**src/rtl/truth_table_sweeper.sv**
```systemverilog
// Exhaustively sweeps a 4-input combinational gate through all 16 input vectors,
// captures its truth table and compares it against a golden table latched at start.
module truth_table_sweeper #(
    parameter int SETTLE = 1
) (
    input  logic        clk,
    input  logic        rst,
    input  logic        start,
    input  logic [15:0] expected,
    input  logic        f_in,
    output logic        a,
    output logic        b,
    output logic        c,
    output logic        d,
    output logic        busy,
    output logic        done,
    output logic [15:0] captured_table,
    output logic        mismatch,
    output logic [4:0]  err_count
);

    typedef enum logic [1:0] {
        ST_IDLE,
        ST_SETTLE,
        ST_SAMPLE,
        ST_DONE
    } state_t;

    localparam logic [3:0] SETTLE_LAST = 4'(SETTLE - 1);

    state_t      state;
    state_t      next_state;
    logic [3:0]  idx;
    logic [3:0]  settle_cnt;
    logic [15:0] expected_q;

    always_ff @(posedge clk or posedge rst) begin
        if (rst) begin
            state <= ST_IDLE;
        end else begin
            state <= next_state;
        end
    end

    always_comb begin
        next_state = state;
        case (state)
            ST_IDLE: begin
                if (start) begin
                    next_state = ST_SETTLE;
                end
            end
            ST_SETTLE: begin
                if (settle_cnt == SETTLE_LAST) begin
                    next_state = ST_SAMPLE;
                end
            end
            ST_SAMPLE: begin
                next_state = (idx == 4'd15) ? ST_DONE : ST_SETTLE;
            end
            ST_DONE: begin
                next_state = ST_IDLE;
            end
            default: begin
                next_state = ST_IDLE;
            end
        endcase
    end

    // idx wraps 15 -> 0 on the final sample, so the stimulus reads 0000 during DONE.
    always_ff @(posedge clk or posedge rst) begin
        if (rst) begin
            idx            <= 4'd0;
            settle_cnt     <= 4'd0;
            expected_q     <= 16'h0000;
            captured_table <= 16'h0000;
            mismatch       <= 1'b0;
            err_count      <= 5'd0;
        end else begin
            case (state)
                ST_IDLE: begin
                    if (start) begin
                        idx            <= 4'd0;
                        settle_cnt     <= 4'd0;
                        expected_q     <= expected;
                        captured_table <= 16'h0000;
                        mismatch       <= 1'b0;
                        err_count      <= 5'd0;
                    end
                end
                ST_SETTLE: begin
                    settle_cnt <= (settle_cnt == SETTLE_LAST) ? 4'd0 : settle_cnt + 4'd1;
                end
                ST_SAMPLE: begin
                    captured_table[idx] <= f_in;
                    if (f_in != expected_q[idx]) begin
                        err_count <= err_count + 5'd1;
                        mismatch  <= 1'b1;
                    end
                    idx <= idx + 4'd1;
                end
                default: begin
                    idx <= 4'd0;
                end
            endcase
        end
    end

    assign {a, b, c, d} = idx;
    assign busy         = (state == ST_SETTLE) || (state == ST_SAMPLE);
    assign done         = (state == ST_DONE);

endmodule

```
**config.mk**
```make
export PLATFORM = sky130hd
export DESIGN_NAME = truth_table_sweeper
export DESIGN_NICKNAME = d
export VERILOG_FILES = /design/src/rtl/truth_table_sweeper.sv
export SDC_FILE = /design/constraint.sdc
export NUM_CORES = 1
export LEC_CHECK = 0
export BUFFER_PORTS_ARGS = -buffer_cell sky130_fd_sc_hd__buf_2
export CORE_MARGIN = 4
export CORE_UTILIZATION = 39
export CTS_CLUSTER_DIAMETER = 150
export DETAILED_ROUTE_END_ITERATION = 10
export HOLD_SLACK_MARGIN = 0.03
export RECOVER_POWER = 100
export SYNTH_ARGS = -nofsm -noshare
export SYNTH_HDL_FRONTEND = slang
export SYNTH_SLANG_ARGS = --single-unit
```
**constraint.sdc**
```tcl
create_clock -name clk -period 4.1 [get_ports clk]
set_input_delay 0.205 -clock clk [delete_from_list [all_inputs] [get_ports clk]]
set_output_delay 0.205 -clock clk [all_outputs]
set_load 0.005 [all_outputs]
```
# --- Word-level counts from Yosys, hierarchy flattened ---
# Index checks and enable logic that the tools add are counted.
op_classes:
  bitwise_logic: 1
  reduce_logical: 12
  muxes: 21
  n_lt_le_gt_ge: 2
  n_addsub: 3
  eq_ne: 8
op_table:
  columns: ["op", "n"]
  rows:
  - ["$pmux W16 S2", 1]
  - ["$bwmux W16", 1]
  - ["$mux W16", 1]
  - ["$pmux W4 S3", 1]
  - ["$mux W5", 2]
  - ["$pmux W5 S2", 1]
  - ["$reduce_and A2 Y1", 5]
  - ["$add A4 B1 Y4 const B", 2]
  - ["$mux W4", 2]
  - ["$pmux W2 S4", 1]
  - ["$pmux W4 S2", 1]
  - ["$mux W2", 3]
  - ["$ne A2 B2 Y1 const B", 3]
  - ["$add A5 B1 Y5 const B", 1]
  - ["$lt A4 B5 Y1 const B", 1]
  - ["$bmux W1 S4", 1]
  - ["$demux W1 S4", 1]
  - ["$eq A2 B2 Y1 const B", 2]
  - ["$eq A4 B4 Y1 const B", 1]
  - ["$ge A4 B1 Y1 const B", 1]
  - ["$logic_not A4 Y1", 1]
  - ["$mux W1", 4]
  - ["$reduce_bool A2 Y1", 2]
  - ["$reduce_and A3 Y1", 1]
  - ["other kinds (7)", 7]
totals:
  reg_bits: 48
  output_inout_bits: 28
  elab_cells: 54

# --- Depth between registers and ports, before layout ---
depth:
  word_depth: 6
  mapped_depth: 7
  mapped_depth_nobuf: 7

# --- Worst setup path before layout ---
# Ideal clock, no wire load.
synth_timing:
  path_kind: "register to register"
  startpoint: "reg idx[2]"
  endpoint: "reg err_count[3]"
  t_arrival_ns: 1.881
  path_stages_with_launch: 7
  path_slack_ns: 2.073
  setup_ns: 0.146
  required_ns: 3.954
  cell_sequence: "dfrtp_1 buf_6 mux2i_1 mux4_2 mux2_4 a41oi_1 o32ai_1"
synth_via:
  elab_chain_len: 5
synth_rtl:
  columns: ["item", "line", "text"]
  rows:
  - ["start: declaration", "33", "logic [3:0] idx;"]
  - ["start signal: assignment", "100", "idx <= idx + 4'd1;"]
  - ["$bmux W1 S4", "96", "if (f_in != expected_q[idx]) begin"]
  - ["$mux W1 (implied by the code)", "96", null]
  - ["$ne A1 B1 Y1", "96", null]
  - ["$ne A2 B2 Y1 (no line)", null, null]
  - ["$reduce_and A3 Y1 (no line)", null, null]
  - ["end signal: assignment", "97", "err_count <= err_count + 5'd1;"]
  - ["end: declaration", "19", "output logic [4:0] err_count"]
# No other way between the ends. The select of a mux whose other input is x is not followed.
# A chain may end at the register's enable or synchronous reset.

# --- Worst setup path in the final report ---
# Ends and elaborated chain as after synthesis.

==> impl_metrics.py <==
metrics = {
    "die": {
        "fp.coreArea_sq_um": 6060,
        "fp.dieArea_sq_um": 7750,
        "initial_core_util_pct": 41.2,
        "dieWidth_um": 88.0,
        "ios": 48,
        "rows": 28,
        "die_y_um": 88.0,
    },
    "sta": {
        "setup_viol": 0,
        "tightest_slew_ps": 1810,
        "fmax_mhz": 388,
        "rsz0062_at_grt": "false",
        "period_minus_slack_ps": 2580,
        "worst_hold_slack_ps": 125,
        "finalCritPeriodShare_pct": 62.8,
        "slew_headroom_pct": -20.5,
        "finalHoldViolCount": 0,
        "clock_skew_ps": 9.31,
        "setup_tns_ps": 0,
        "slew_viol_final": 49,
    },
    "clock_tree": {
        "clkLatencyLatePin_ps": 310,
        "cts_setup_buffers": 0,
        "htreeDepth": 2,
        "cts-buffers-inserted": 5,
        "clock_path_buffers": 2,
        "cts-hold-fix-buffers": 0,
        "clkTransAtPathRegs_ps": 90,
        "cts_tree": "done",
        "cts_sinks": 48,
        "cts_resized": 0,
        "cts-root-buf": "clkbuf_8",
    },
    "global_routing": {
        "grt_pass1_vias": 1988,
        "use_met2_pct": 24.9,
        "antenna_found_initial": 0,
        "met3_usage_pct": 4.05,
        "track_usage_pct": 15.9,
        "grt-busiest-layer": "met2",
        "grt_max_degree": 49,
        "grt_pass1_wl_um": 9530,
        "met1_usage_pct": 21.8,
        "grt_overflow": 0,
    },
    "setup_path": {
        "crit_path_end_kind": "register",
        "critPathBufInv": 0,
        "cp.required_ps": 4270,
        "arrival_ps": 2750,
        "worstSetupPathType": "register to register",
        "max_stage_delay_ps": 780,
        "start_kind": "register",
        "cp_max_fo": 20,
        "cp_top_family": "multiplexers",
        "slowest_stage": "dfrtp_1",
        "path_cells": "mux2i_1 > mux4_2 > mux2_1 > a41oi_1 > o32ai_1",
    },
    "cells_and_area": {
        "layout-drive-gt1-share_pct": 20.6,
        "fin_nets": 313,
        "syn2layout_area_growth_pct": 13.9,
        "antenna_cells": 0,
        "final_common_cell": "dfrtp_1",
        "final_cell_mix": "dfrtp_1 (48), o21ai_0 (37), buf_2 (28)",
        "fillCellCount": 586,
    },
    "power": {
        "ir_drop_mv": 0.275,
        "p_leak_nw": 1.23,
        "p_per_area_nw_per_um2": 581,
    },
    "routing": {
        "ant_nets": 0,
        "drt_iter0_drc": 71,
        "num_vias": 1886,
        "drt_pass1_iterations": 4,
        "drc_errors": 0,
        "drt-total-wl_um": 5630,
        "via_per_inst": 5.28,
        "wire_per_inst_um": 15.8,
    },
    "min_path": {
        "hold_path_class": "primary input to register",
    },
    "synthesis": {
        "netlist_area_sq_um": 2500,
        "synth_seq_area_share_pct": 48.1,
        "netlist_instances": 237,
        "ys_ff_latch": 48,
        "yosysWarnings": 0,
        "postSynthAreaPerCell_sq_um": 10.5,
        "synth_nets": 268,
        "synth_cell_types": 34,
    },
    "place": {
        "gp_congestion": 0.794,
        "port_buffers": 47,
        "hpwl_um": 4000,
    },
    "outcome": {
        "violations": "max-capacitance violations, max-slew violations",
        "status": "complete, but fails checks",
    },
    "flow_run": {
        "maxCapViolCount": 1,
    },
}
-- registers in the layout, summed over array words and instances, names as in the netlist --
signal,count
settle_cnt,4
mismatch,1
captured_table,16
idx,4
expected_q,16
state,2
err_count,5
-- worst paths after layout --
check / from / end / slack, ps / cells past startpoint
min: expected[9] / expected_q[9]$_DFFE_PP0P_ / 130 / 2
max: idx[2]$_DFFE_PP0P_ / err_count[3]$_DFFE_PP0P_ / 1520 / 5
max reg2reg: idx[2]$_DFFE_PP0P_ / err_count[3]$_DFFE_PP0P_ / 1520 / 5
min reg2reg: expected_q[2]$_DFFE_PP0P_ / expected_q[2]$_DFFE_PP0P_ / 510 / 1
min in group asynchronous: rst / err_count[4]$_DFFE_PP0P_ / 470 / 2
max in group asynchronous: rst / captured_table[13]$_DFFE_PP0P_ / 2590 / 2
-- cell type report --
| class | instances | area [sq um] | area share (%) |
|---|---|---|---|
| flip-flops and latches | 48 | 1200 | 42.2 |
| inverters | 15 | 56.3 | 1.98 |
| clock buffers | 7 | 96.3 | 3.38 |
| multi-input cells | 164 | 1180 | 41.5 |
| repair buffers | 48 | 219 | 7.69 |
| well taps | 75 | 93.8 | 3.30 |
-- where the power goes --
part | total (mW) | switching (mW) | internal, mW
clock | 0.306 | 0.156 | 0.150
sequential | 0.688 | 0.0929 | 0.595
combinational | 0.659 | 0.354 | 0.305
total | 1.65 | 0.603 | 1.05
-- metal layers --
layer  vias to the layer above  share of wire [%]  routed length, um
met5                         -                  0                  0
met2                        41                 46               2600
met4                         0                1.3                 72
li1                        931                  -                  -
met1                       908                 47               2670
met3                         6                5.1                287
-- logic make-up after synthesis --
logic type               count (synthesis)  share of synthesized area [%]
AO/OA/AOI/OAI                           76                           19.1
flip-flops                              48                           48.1
AND/OR/NAND/NOR                         47                           9.36
multiplexers                            28                           12.9
buffers and inverters                   25                           4.36
adder cells (fa/ha/maj)                 11                           5.51
XOR/XNOR                                 2                          0.701
-- Yosys cell counts --
master     count  share of area (%)
mux2_2        19                8.6
ha_1          11                5.5
a21boi_0      17                5.1
o32ai_1        3                1.1
a32o_1         1               0.40
nand2_1       15                2.3
o2bb2ai_1      1               0.35
nand4_1        1               0.25
nand2b_1       7                1.8
nor2_1         7                1.1
a21oi_1        4               0.80
or2_2          1               0.25
a41oi_1        1               0.35
o22ai_1        6                1.5
a21o_1         1               0.30
o211ai_1       1               0.30
and2_1         3               0.75
o311ai_2       1               0.65
clkbuf_1       8                1.2
dfrtp_1       48                 48
mux4_2         1               0.90
o31ai_1        1               0.30
a31oi_1        1               0.25
o21ai_0       37                7.4
mux2i_1        7                2.8
xnor2_1        2               0.70
or4_1          1               0.30
mux2_4         1               0.60
buf_6          2               0.90
nor2b_1        2               0.50
and3_4         1               0.45
nand3_1        9                1.8
a22o_1         1               0.35
inv_1         15                2.3
-- through the flow --
stage / setup WS [ps] / power [mW] / cells / utilization [%] / area [sq um]
CTS: 1550 / 1.69 / 357 / 47.5 / 2880
global route: 1280 / 1.78 / 357 / 47.0 / 2850
global placement: 1620 / 1.36 / 350 / 45.9 / 2780
detailed placement: 1530 / 1.37 / 350 / 45.9 / 2780
finish: 1520 / 1.65 / 357 / 47.0 / 2850
floorplan: 2070 / 1.19 / 237 / - / 2500
Power figures use the tool's default switching activity.
